$ cat config.mk
export PLATFORM = sky130hd
export DESIGN_NAME = bsg_wormhole_packet_assembler
export DESIGN_NICKNAME = d
export VERILOG_FILES = /design/src/rtl/bsg_wormhole_packet_assembler.sv
export SDC_FILE = /design/constraint.sdc
export NUM_CORES = 1
export LEC_CHECK = 0
export CAP_MARGIN = 10
export CELL_PAD_IN_SITES_DETAIL_PLACEMENT = 1
export CELL_PAD_IN_SITES_GLOBAL_PLACEMENT = 2
export CORE_UTILIZATION = 35
export DETAILED_ROUTE_END_ITERATION = 12
export DONT_BUFFER_PORTS = 1
export PLACE_DENSITY_LB_ADDON = 0.3
export SYNTH_ARGS = -nofsm -noshare
export SYNTH_HDL_FRONTEND = slang
export SYNTH_SLANG_ARGS = --single-unit
$ cat constraint.sdc
create_clock -name clk_i -period 2.2 [get_ports clk_i]
set_clock_uncertainty 0.1 [all_clocks]
set_input_delay 0.11 -clock clk_i [delete_from_list [all_inputs] [get_ports clk_i]]
set_output_delay 0.11 -clock clk_i [all_outputs]
set_load 0.02 [all_outputs]
$ cat src/rtl/bsg_wormhole_packet_assembler.sv
// Wormhole endpoint: parses a header flit, gathers payload flits into one wide
// packet for a valid/yumi client, and flags misrouted or oversized packets.
module bsg_wormhole_packet_assembler #(
    parameter int flit_width_p        = 32,
    parameter int cord_width_p        = 8,
    parameter int len_width_p         = 4,
    parameter int max_payload_flits_p = 15
) (
    input  logic                                        clk_i,
    input  logic                                        reset_n_i,
    input  logic [cord_width_p-1:0]                     my_cord_i,
    input  logic                                        v_i,
    input  logic [flit_width_p-1:0]                     data_i,
    output logic                                        ready_o,
    output logic                                        v_o,
    output logic [flit_width_p-1:0]                     header_o,
    output logic [len_width_p-1:0]                      len_o,
    output logic [max_payload_flits_p*flit_width_p-1:0] payload_o,
    input  logic                                        yumi_i,
    output logic                                        cord_err_o,
    output logic                                        len_err_o,
    output logic [31:0]                                 received_o
);

    localparam logic [len_width_p-1:0] MAX_LEN = len_width_p'(max_payload_flits_p);
    localparam logic [len_width_p-1:0] LEN_ONE = len_width_p'(1);

    typedef enum logic [1:0] {
        S_IDLE,
        S_COLLECT,
        S_DONE,
        S_DROP
    } state_t;

    state_t                                      r_state;
    logic                                        r_ready;
    logic                                        r_v;
    logic [flit_width_p-1:0]                     r_header;
    logic [len_width_p-1:0]                      r_len;
    logic [len_width_p-1:0]                      r_cnt;
    logic [max_payload_flits_p*flit_width_p-1:0] r_payload;
    logic                                        r_cord_err;
    logic                                        r_len_err;
    logic [31:0]                                 r_received;

    logic                   w_xfer;
    logic [len_width_p-1:0] w_hdr_len;
    logic                   w_last;

    assign w_xfer    = v_i & r_ready;
    assign w_hdr_len = data_i[cord_width_p+len_width_p-1:cord_width_p];
    assign w_last    = (r_cnt == (r_len - LEN_ONE));

    always_ff @(posedge clk_i or negedge reset_n_i) begin
        if (!reset_n_i) begin
            r_state    <= S_IDLE;
            r_ready    <= 1'b0;
            r_v        <= 1'b0;
            r_header   <= '0;
            r_len      <= '0;
            r_cnt      <= '0;
            r_payload  <= '0;
            r_cord_err <= 1'b0;
            r_len_err  <= 1'b0;
            r_received <= '0;
        end else begin
            unique case (r_state)
                S_IDLE: begin
                    // ready is held low through reset and comes up here
                    r_ready <= 1'b1;
                    if (w_xfer) begin
                        r_header  <= data_i;
                        r_len     <= w_hdr_len;
                        r_payload <= '0;
                        if (data_i[cord_width_p-1:0] != my_cord_i) begin
                            r_cord_err <= 1'b1;
                        end
                        if (w_hdr_len > MAX_LEN) begin
                            r_len_err <= 1'b1;
                            r_cnt     <= w_hdr_len;
                            r_state   <= S_DROP;
                        end else if (w_hdr_len == '0) begin
                            r_ready <= 1'b0;
                            r_v     <= 1'b1;
                            r_state <= S_DONE;
                        end else begin
                            r_cnt   <= '0;
                            r_state <= S_COLLECT;
                        end
                    end
                end
                S_COLLECT: begin
                    if (w_xfer) begin
                        for (int k = 0; k < max_payload_flits_p; k++) begin
                            if (r_cnt == k[len_width_p-1:0]) begin
                                r_payload[k*flit_width_p +: flit_width_p] <= data_i;
                            end
                        end
                        r_cnt <= r_cnt + LEN_ONE;
                        if (w_last) begin
                            r_ready <= 1'b0;
                            r_v     <= 1'b1;
                            r_state <= S_DONE;
                        end
                    end
                end
                S_DONE: begin
                    if (yumi_i) begin
                        r_v        <= 1'b0;
                        r_ready    <= 1'b1;
                        r_received <= r_received + 32'd1;
                        r_state    <= S_IDLE;
                    end
                end
                S_DROP: begin
                    if (w_xfer) begin
                        r_cnt <= r_cnt - LEN_ONE;
                        if (r_cnt == LEN_ONE) begin
                            r_state <= S_IDLE;
                        end
                    end
                end
                default: begin
                    r_state <= S_IDLE;
                end
            endcase
        end
    end

    assign ready_o    = r_ready;
    assign v_o        = r_v;
    assign header_o   = r_header;
    assign len_o      = r_len;
    assign payload_o  = r_payload;
    assign cord_err_o = r_cord_err;
    assign len_err_o  = r_len_err;
    assign received_o = r_received;

endmodule
==> results of run 1 <==
==> layout make-up <==
class / count / area (um^2)
sequential: 553 / 13800
fill: 6319 / 33500
tap: 765 / 957
inverter: 10 / 37.5
clock buffer: 87 / 1710
timing repair buffer: 135 / 1370
clock inverter: 16 / 160
multi-input combinational: 1224 / 6110
==> cells by family after synthesis <==
group / count (synthesis) / synth area share, %
adders and majority gates: 11 / 0.674
DFF: 553 / 67.7
AOI/OAI and AO/OA: 506 / 12.5
and+or+nand+nor: 621 / 12.0
buffers and inverters: 151 / 2.87
muxes: 40 / 2.17
xor gates and xnor gates: 45 / 1.93
other: 1 / 0.0184
==> power groups by stage <==
stage | Clock, mW | Combinational (mW) | Sequential, mW
2_1_floorplan | 0 | 5.55 | 21.2
6_report | 9.70 | 8.84 | 23.0
3_5_place_dp | 0 | 8.89 | 23.1
5_1_grt | 10.3 | 10.2 | 23.4
4_1_cts | 9.92 | 8.97 | 23.0
3_3_place_gp | 0 | 8.34 | 23.1
==> cells in the mapped netlist, drive strengths merged, types with 6 or more instances <==
| cell | instances |
|---|---|
| nand4 | 6 |
| nor2 | 15 |
| and3 | 10 |
| a21oi | 11 |
| xor2 | 21 |
| clkbuf | 130 |
| mux2 | 34 |
| nand3 | 8 |
| dfrtp | 553 |
| buf | 11 |
| mux2i | 6 |
| inv | 10 |
| ha | 11 |
| nand2 | 557 |
| xnor2 | 24 |
| o21ai | 485 |
==> worst max path at each step <==
| stage | start | to | slack [ns] | depth (start not counted) |
|---|---|---|---|---|
| floorplan | r_state[1] | payload_o[256] | 0.04 | 9 |
| global placement | received_o[19] | received_o[31] | 0.06 | 5 |
| detailed placement | r_state[0] | received_o[24] | -0.02 | 8 |
| CTS | r_state[1] | payload_o[67] | 0.007 | 5 |
| global route | header_o[8] | r_state[0] | -0.008 | 8 |
| finish | received_o[19] | received_o[29] | 0.06 | 5 |
==> worst max-delay path: stages (launching register included) <==
cell and delay, ns:
dfrtp_2 0.37, nand4_2 0.12, or4_4 0.56, or4_4 0.59
nor2_2 0.12, xor2_1 0.19
==> cells in the final DEF, fill, tap and decap left out, types with 6 or more instances in the layout <==
| cell type | Yosys | final |
|---|---|---|
| dfrtp_1 | 553 | 548 |
| nand2_1 | 557 | 541 |
| o21ai_0 | 485 | 484 |
| buf_4 | 5 | 75 |
| clkbuf_16 | 0 | 58 |
| dlygate4sd3_1 | 0 | 39 |
| mux2_2 | 34 | 34 |
| xnor2_1 | 24 | 23 |
| xor2_1 | 21 | 21 |
| buf_12 | 0 | 20 |
| nand2_2 | 0 | 16 |
| clkbuf_8 | 0 | 15 |
| nor2_1 | 15 | 14 |
| clkbuf_1 | 130 | 14 |
| a21oi_1 | 11 | 11 |
| and3_1 | 10 | 10 |
| inv_1 | 10 | 9 |
| nand3_1 | 8 | 8 |
| ha_1 | 11 | 8 |
| clkinv_2 | 0 | 7 |
| mux2i_1 | 6 | 6 |
==> routing by layer <==
metal	vias up	track usage [%]
met5	-	0
met4	0	8.18
met1	7312	27.2
met3	117	9.32
li1	6445	-
met2	426	39.2
==> flip-flops by register name, indices dropped and copies added (netlist names) <==
name / cells
cord_err_o: 1
r_cnt: 4
received_o: 32
header_o: 32
v_o: 1
payload_o: 480
ready_o: 1
r_state: 2
==> what timing repair did <==
item,4_1_cts,5_1_grt
setup endpoints to repair,6,468
hold buffers,38,1
gates resized for setup,3,13
pin swaps,0,2
endpoints found under the hold margin,1073,568
gates cloned,0,0
setup buffers,0,1
==> metrics by stage <==
stage,util [%],cells
3_3_place_gp,37.9,2647
6_report,41.9,2790
4_1_cts,41.8,2788
3_5_place_dp,37.9,2647
5_1_grt,41.9,2790
2_1_floorplan,-,1928
==> out/metrics.yaml, run 1 <==
p_sw_mw: 18.7
fin_setup_tns_ns: 0
core_mm2: 0.0577
die_w_um: 244
slew_violations: 292
async_flop_share_pct: 100
rsz0062_at_grt: "true"
design_area_mm2: 0.0242
fin_crit_ns: 2.14
ff2ff_setup_slack_ns: 0.06
synthFlopType: "dfrtp_1"
cts_buffers: 58
met1Wirelength_um: 26700
synthTopCellsByArea: "dfrtp_1 68%, o21ai_0 12%, nand2_1 10%"
wl_met2_um: 34300
clk_transition_reported_paths_ns: 0.06
grt_usage_pct: 23.4
p_int_mw: 22.8
path_class: "reg2reg"
htree_levels: 2
status: "finished with violations"
synth_top_area_share_pct: 67.7
combPwrFrac_pct: 21.3
fin_ws_ns: 0.0562
syn_area_mm2: 0.0204
drt_iter0_markers: 663
die_y_um: 244
ys_warn_count: 0
vias: 14300
final_antenna_net_count: 0
hold_ws_ns: -0.895
hold_viol: 553
ys_ff_latch: 553
crit_fanout: 4
grt_max_degree: 554
dieArea_mm2: 0.0593
vdd_ir_drop_max_mv: 0.751
clockRootBuffer: "clkbuf_16"
cp_data_arrival_time_ns: 2.56
syn_to_final_growth_pct: 18.4
setup_viol: 0
worstMarginPinSlew_ns: 2.34
std_cell_rows: 88
power.density_mw_per_mm2: 1720
synth_edf_count: 0
avgSynthCellArea_um2: 10.6
wl_um: 69900
timing.final.crit_share_pct: 97.4
nNetsFinal: 2037
cts_tree: "done"
routabilityCongestion: 0.794
grt_pass1_wl_um: 104000
clock-sinks: 553
placed_cell_area_mm2: 0.0218
reg2reg_to: "received_o[29]"
cp-end-kind: "flop"
cap_viol_max_count: 0
drc: 0
max_freq_ghz: 0.466
grt_pass1_vias: 15200
synth_cells: 1928
p_sw_share_pct: 45.1
pin_count: 596
reg2reg_depth: 5
dp_hpwl_um: 47500
start_util_pct: 35.4
wl_per_cell_um: 25.0
cts_max_path_buffers: 3
port_buffers: 0
total_power_mw: 41.5
synth_fp_nets: 1983
insertedDiodeCount: 0
critPathLaunchType: "flop"
clock_power_share_pct: 23.4
dr.pass1.iters: 4
dp_slack_ns: -0.0186
antenna_found_initial: 1
violations: "hold timing, slew limit"
drive_gt1_share_pct: 12.6
yosysUniqueCellTypes: 39
met3_length_um: 6490
maxUsedRoutingLayer: "met4"
grt_overflow: 0
seq_area_frac_synth_pct: 67.7
clk_latency_ns: 0.60
power.leakage_nw: 11.2
yosys.area.top_type: "dfrtp_1"
vias_per_cell: 5.13
r2r_start: "received_o[19]"
hold_class: "in2async"
crit_required_ns: 2.61
p_seq_share_pct: 55.3
slew_headroom_pct: -56.2
Power figures use the tool's default switching activity.
==> run 2, diff against run 1 <==
--- a/config.mk
+++ b/config.mk
@@ -8,10 +8,12 @@
 export CAP_MARGIN = 10
 export CELL_PAD_IN_SITES_DETAIL_PLACEMENT = 1
 export CELL_PAD_IN_SITES_GLOBAL_PLACEMENT = 2
-export CORE_UTILIZATION = 35
+export CORE_AREA = 2 2 231 233
 export DETAILED_ROUTE_END_ITERATION = 12
+export DIE_AREA = 0 0 233 235
 export DONT_BUFFER_PORTS = 1
 export PLACE_DENSITY_LB_ADDON = 0.3
+export RECOVER_POWER = 50
 export SYNTH_ARGS = -nofsm -noshare
 export SYNTH_HDL_FRONTEND = slang
 export SYNTH_SLANG_ARGS = --single-unit
==> constraint.sdc (replaced) <==
create_clock -name clk_i -period 2.8 [get_ports clk_i]
set_clock_uncertainty 0.1 [all_clocks]
set_input_delay 0.14 -clock clk_i [delete_from_list [all_inputs] [get_ports clk_i]]
set_output_delay 0.14 -clock clk_i [all_outputs]
set_load 0.02 [all_outputs]
==> run 2 against run 1 <==
  * The flow still finishes with violations (hold timing, slew limit)
  * Cell area decreased by 2.7%
  * Register-to-register slack improved by 0.17 ns
  * Sequential share of layout area increased by 1.6 points
  * Final cell count decreased by 4.7%
  * Total power decreased by 23%
  * Die area decreased by 7.7%
  * Non-clock buffer count is 51 lower
  * Flip-flop and latch count did not move
  * Clock power fell by 22%
  * Critical path depth is 1 higher
  * Sequential power shrank 21%
  * Combinational power shrank 28%
==> out/metrics.yaml, run 2 (synthesis gave the netlist of run 1 again) <==
status: "finished with violations"
violations: "hold timing, slew limit"
core_mm2: 0.0522  # -9.5%
vdd_ir_drop_max_mv: 0.598  # -20%
reg2reg_depth: 6  # +1
cts_resized: 0  # -3
hold_buffers: 37  # -2.6%
vias_per_cell: 5.27  # +2.7%
path_class: "reg2reg"
dieArea_mm2: 0.0548  # -7.7%
grt_pass1_wl_um: 99900  # -4.2%
clockRootBuffer: "clkbuf_16"
reg2reg_to: "cord_err_o"
port_buffers: 0  # unchanged
wl_um: 67200  # -3.8%
clk_latency_ns: 0.59  # about the same
drive_gt1_share_pct: 9.79  # -2.9 points
htree_levels: 2  # unchanged
cts_max_path_buffers: 3  # unchanged
antenna_found_initial: 1  # unchanged
routabilityCongestion: 0.816  # +2.8%
worstMarginPinSlew_ns: 1.64  # -0.700 ns
setup_viol: 0  # unchanged
cpMaxStageDelayCell: "dlygate4sd3_1"
fin_crit_ns: 2.57  # +0.430 ns
cp_data_arrival_time_ns: 2.94  # +0.38 ns
n_fill_cell: 5686  # -10%
syn_to_final_growth_pct: 15.2
dp_hpwl_um: 45500  # -4.3%
die_w_um: 233  # -4.3%
cp-end-kind: "flop"
hold_class: "in2async"
layout_commonest_cell: "dfrtp_1"
critPathLaunchType: "flop"
die_y_um: 235  # -3.5%
power.density_mw_per_mm2: 1360  # -21%
start_util_pct: 39.1  # +3.7 points
grt_max_degree: 554  # unchanged
timing.final.crit_share_pct: 91.9  # -5.5 points
path_cells: "and2_1 > nand2_1 > buf_4 > a21oi_1 > dlygate4sd3_1 > or2_2"
crit_required_ns: 3.17  # +0.56 ns
std_cell_rows: 84  # -4.5%
grt_overflow: 0  # unchanged
final_antenna_net_count: 0  # unchanged
fin_setup_tns_ns: 0  # unchanged
rsz0062_at_grt: "false"
drt_iter0_markers: 788  # +19%
slew_violations: 130  # -55%
clk_transition_reported_paths_ns: 0.06  # about the same
crit_path_max_incr_delay_ns: 0.58  # about the same
fin_ws_ns: 0.226  # +0.170 ns
grt_usage_pct: 24.4  # +0.92 points
wl_per_cell_um: 25.3  # +0.88%
pin_count: 596  # unchanged
hold_viol: 553  # unchanged
vias: 14000  # -2.0%
hold_ws_ns: -0.846  # +0.0487 ns
final_cells: 2660  # -4.7%
cts_setup_buffers: 0  # unchanged
dp_slack_ns: 0.299  # +0.318 ns
power.leakage_nw: 10.9  # -2.6%
cap_viol_max_count: 0  # unchanged
max_freq_ghz: 0.389  # -17%
slew_headroom_pct: -9.54  # +47 points
r2r_start: "ready_o"
grt_pass1_vias: 14800  # -2.9%
largest_reg_flops: 480  # unchanged
layout_common_cells: "553 x dfrtp_1, 542 x nand2_1, 485 x o21ai_0"
dr.pass1.iters: 4  # unchanged
drc: 0  # unchanged
nNetsFinal: 1986  # -2.5%
ff2ff_setup_slack_ns: 0.23  # +0.17 ns
total_power_mw: 32.1  # -23%
placedCellCount: 2522  # -4.7%
clock-sinks: 553  # unchanged
insertedDiodeCount: 0  # unchanged
cts_buffers: 58  # unchanged
crit_fanout: 33  # +29
cts_tree: "done"
-- run 2: worst max path at each step --
stage	slack [ns]	cells after the start	end	from
final	0.23	6	cord_err_o	ready_o
after global routing	0.13	6	cord_err_o	ready_o
after CTS	0.29	6	cord_err_o	ready_o
after detailed placement	0.30	6	payload_o[336]	r_state[1]
after global placement	0.40	5	received_o[29]	received_o[18]
after floorplan	0.47	8	r_cnt[2]	r_state[1]
-- run 2: area by class of cell --
type                            count  area (um^2)  area share, %
Multi-Input combinational cell   1224         6040           25.7
Sequential cell                   553        13800           58.8
Timing Repair Buffer               84          873           3.71
Clock buffer                       85         1730           7.37
Inverter                           10         37.5          0.160
Clock inverter                     16          143          0.606
Tap cell                          688          861           3.66
-- run 2: worst max-delay path: cells and delay by family, from the launching register on --
family	cells	cell delay, ns
AND/OR/NAND/NOR	3	0.72
AO/OA/AOI/OAI	1	0.09
flip-flops	1	0.53
buffers and inverters	2	0.99
-- run 2: where the power goes --
group          switching, mW  internal, mW  leakage (nW)
logic                   4.30          2.09          2.62
clock network           3.15          4.44         0.931
registers               7.00          11.1          7.34
total                   14.4          17.6          10.9
-- run 2: stage by stage --
stage	utilization, %	hold WS (ns)	area, um^2
after CTS	45.0	-0.884	23500
after global routing	45.0	-0.885	23500
final	45.0	-0.846	23500
after global placement	40.7	-0.244	21300
after detailed placement	40.7	-0.240	21300
after floorplan	-	-0.256	20400
-- run 2: per-layer routing --
layer	vias to the layer above	routed length (um)	GRT usage (%)
met2	465	32600	40.5
met1	7066	25000	27.9
li1	6349	-	-
met5	-	0	0
met4	0	2190	8.30
met3	128	7340	10.7
==> run 3, diff against run 2 <==
--- a/config.mk
+++ b/config.mk
@@ -9,6 +9,7 @@
 export CELL_PAD_IN_SITES_DETAIL_PLACEMENT = 1
 export CELL_PAD_IN_SITES_GLOBAL_PLACEMENT = 2
 export CORE_AREA = 2 2 231 233
+export CTS_BUF_LIST = sky130_fd_sc_hd__clkbuf_16
 export DETAILED_ROUTE_END_ITERATION = 12
 export DIE_AREA = 0 0 233 235
 export DONT_BUFFER_PORTS = 1
==> run 3 against run 2 <==
  * The run still ends with hold timing, slew limit left
  * Register-to-register slack hardly changed
  * Total power fell by 1.6%
  * Clock power decreased by 6.6%
  * Hold slack is essentially flat
  * Combinational power barely moved
  * Global-route usage fell by 0.077 points
  * Via count shrank 0.24%
  * Sequential power hardly changed
  * Count of clock-buffer cells in the layout is 26 lower
  * Non-clock buffer count is 1 lower
  * Flip-flop and latch count unchanged
  * Largest power group unchanged
==> out/metrics.yaml, run 3 (synthesis gave the netlist of run 1 again) <==
layout_commonest_cell: "dfrtp_1"
cp_num_cells: 6  # unchanged
critPathTopFamily: "buffers and inverters"
startpoint: "ready_o"
insertedDiodeCount: 0  # unchanged
final_antenna_net_count: 0  # unchanged
drc: 0  # unchanged
crit_path_max_incr_delay_ns: 0.58  # about the same
grt_overflow: 0  # unchanged
grt_pass1_vias: 14700  # -0.47%
path_cells: "and2_1 > nand2_1 > buf_4 > a21oi_1 > dlygate4sd3_1 > or2_2"
cpMaxStageDelayCell: "dlygate4sd3_1"
hold_ws_ns: -0.847  # -0.000300 ns
cts_buffers: 58  # unchanged
cp-end-kind: "flop"
status: "finished with violations"
dieArea_mm2: 0.0548  # unchanged
crit_required_ns: 3.17  # about the same
fin_crit_ns: 2.57  # -0.00131 ns
layout_common_cells: "553 x dfrtp_1, 542 x nand2_1, 485 x o21ai_0"
slew_headroom_pct: -63.6  # -54 points
cts_tree: "done"
wl_per_cell_um: 25.2  # -0.11%
slew_violations: 310  # +140%
clk_latency_ns: 0.59  # about the same
die_w_um: 233  # unchanged
antenna_found_initial: 1  # unchanged
hold_viol: 553  # unchanged
dp_hpwl_um: 45500  # unchanged
critPathLaunchType: "flop"
rsz0062_at_grt: "false"
r2r_start: "ready_o"
crit_path_end: "cord_err_o"
vdd_ir_drop_max_mv: 0.571  # -4.5%
violations: "hold timing, slew limit"
reg2reg_to: "cord_err_o"
wl_um: 67100  # -0.14%
port_buffers: 0  # unchanged
path_class: "reg2reg"
crit_fanout: 33  # unchanged
syn_to_final_growth_pct: 14.4
pin_count: 596  # unchanged
dp_slack_ns: 0.299  # unchanged
power.density_mw_per_mm2: 1350  # -0.88%
drive_gt1_share_pct: 8.98  # -0.81 points
cts_setup_buffers: 0  # unchanged
cap_viol_max_count: 0  # unchanged
setup_viol: 0  # unchanged
clk_transition_reported_paths_ns: 0.06  # about the same
cts_max_path_buffers: 3  # unchanged
final_cells: 2659  # -0.038%
clock-sinks: 553  # unchanged
cts_resized: 0  # unchanged
vias: 14000  # -0.24%
grt_pass1_wl_um: 99500  # -0.37%
clockRootBuffer: "clkbuf_16"
nNetsFinal: 1985  # -0.050%
fin_setup_tns_ns: 0  # unchanged
fin_ws_ns: 0.227  # +0.00131 ns
drt_iter0_markers: 788  # unchanged
max_freq_ghz: 0.389  # about the same
fin_util_pct: 44.7  # -0.33 points
placedCellCount: 2522  # unchanged
path_buf_inv: 2  # unchanged
worstMarginPinSlew_ns: 2.45  # +0.811 ns
std_cell_rows: 84  # unchanged
largest_reg_flops: 480  # unchanged
regArea_mm2: 0.0138  # unchanged
design_area_mm2: 0.0234  # -0.72%
start_util_pct: 39.1  # unchanged
ff2ff_setup_slack_ns: 0.23  # about the same
reg2reg_depth: 6  # unchanged
hold_buffers: 36  # -2.7%
grt_max_degree: 554  # unchanged
power.leakage_nw: 10.8  # -0.48%
timing.final.crit_share_pct: 91.9  # about the same
dr.pass1.iters: 5  # +1
htree_levels: 2  # unchanged
grt_usage_pct: 24.3  # -0.077 points
hold_class: "in2async"
total_power_mw: 31.6  # -1.6%
die_y_um: 235  # unchanged
vias_per_cell: 5.26  # -0.20%
multiInputGateArea_mm2: 0.00604  # unchanged
core_mm2: 0.0522  # unchanged
placed_cell_area_mm2: 0.0213  # unchanged
cp_data_arrival_time_ns: 2.94  # about the same
n_fill_cell: 5704  # +0.32%
routabilityCongestion: 0.816  # unchanged
==> run 3: worst min-delay path by stage <==
stage / start / to / depth (start not counted) / slack (ns)
floorplan: reset_n_i / cord_err_o / 0 / -0.26
global placement: reset_n_i / header_o[6] / 0 / -0.24
detailed placement: reset_n_i / header_o[6] / 0 / -0.24
CTS: reset_n_i / header_o[6] / 0 / -0.88
global route: reset_n_i / payload_o[451] / 0 / -0.88
finish: reset_n_i / header_o[6] / 0 / -0.85
==> run 3: per-layer routing <==
layer | vias up | track usage [%] | part of all wire, %
li1 | 6346 | - | -
met1 | 7036 | 27.8 | 37
met2 | 471 | 40.6 | 49
met3 | 122 | 10.6 | 11
met4 | 0 | 7.97 | 3.0
met5 | - | 0 | 0
==> run 3: area by class of cell <==
type | instances | area share [%]
multi-input combinational | 1224 | 25.9
sequential | 553 | 59.2
timing repair buffer | 83 | 3.70
tap | 688 | 3.69
clock buffer | 59 | 6.32
clock inverter | 42 | 1.03
inverter | 10 | 0.161
==> run 3: power breakdown <==
group          internal (mW)  switching, mW
Combinational           2.09           4.28
Sequential              11.1           7.00
Clock                   3.96           3.13
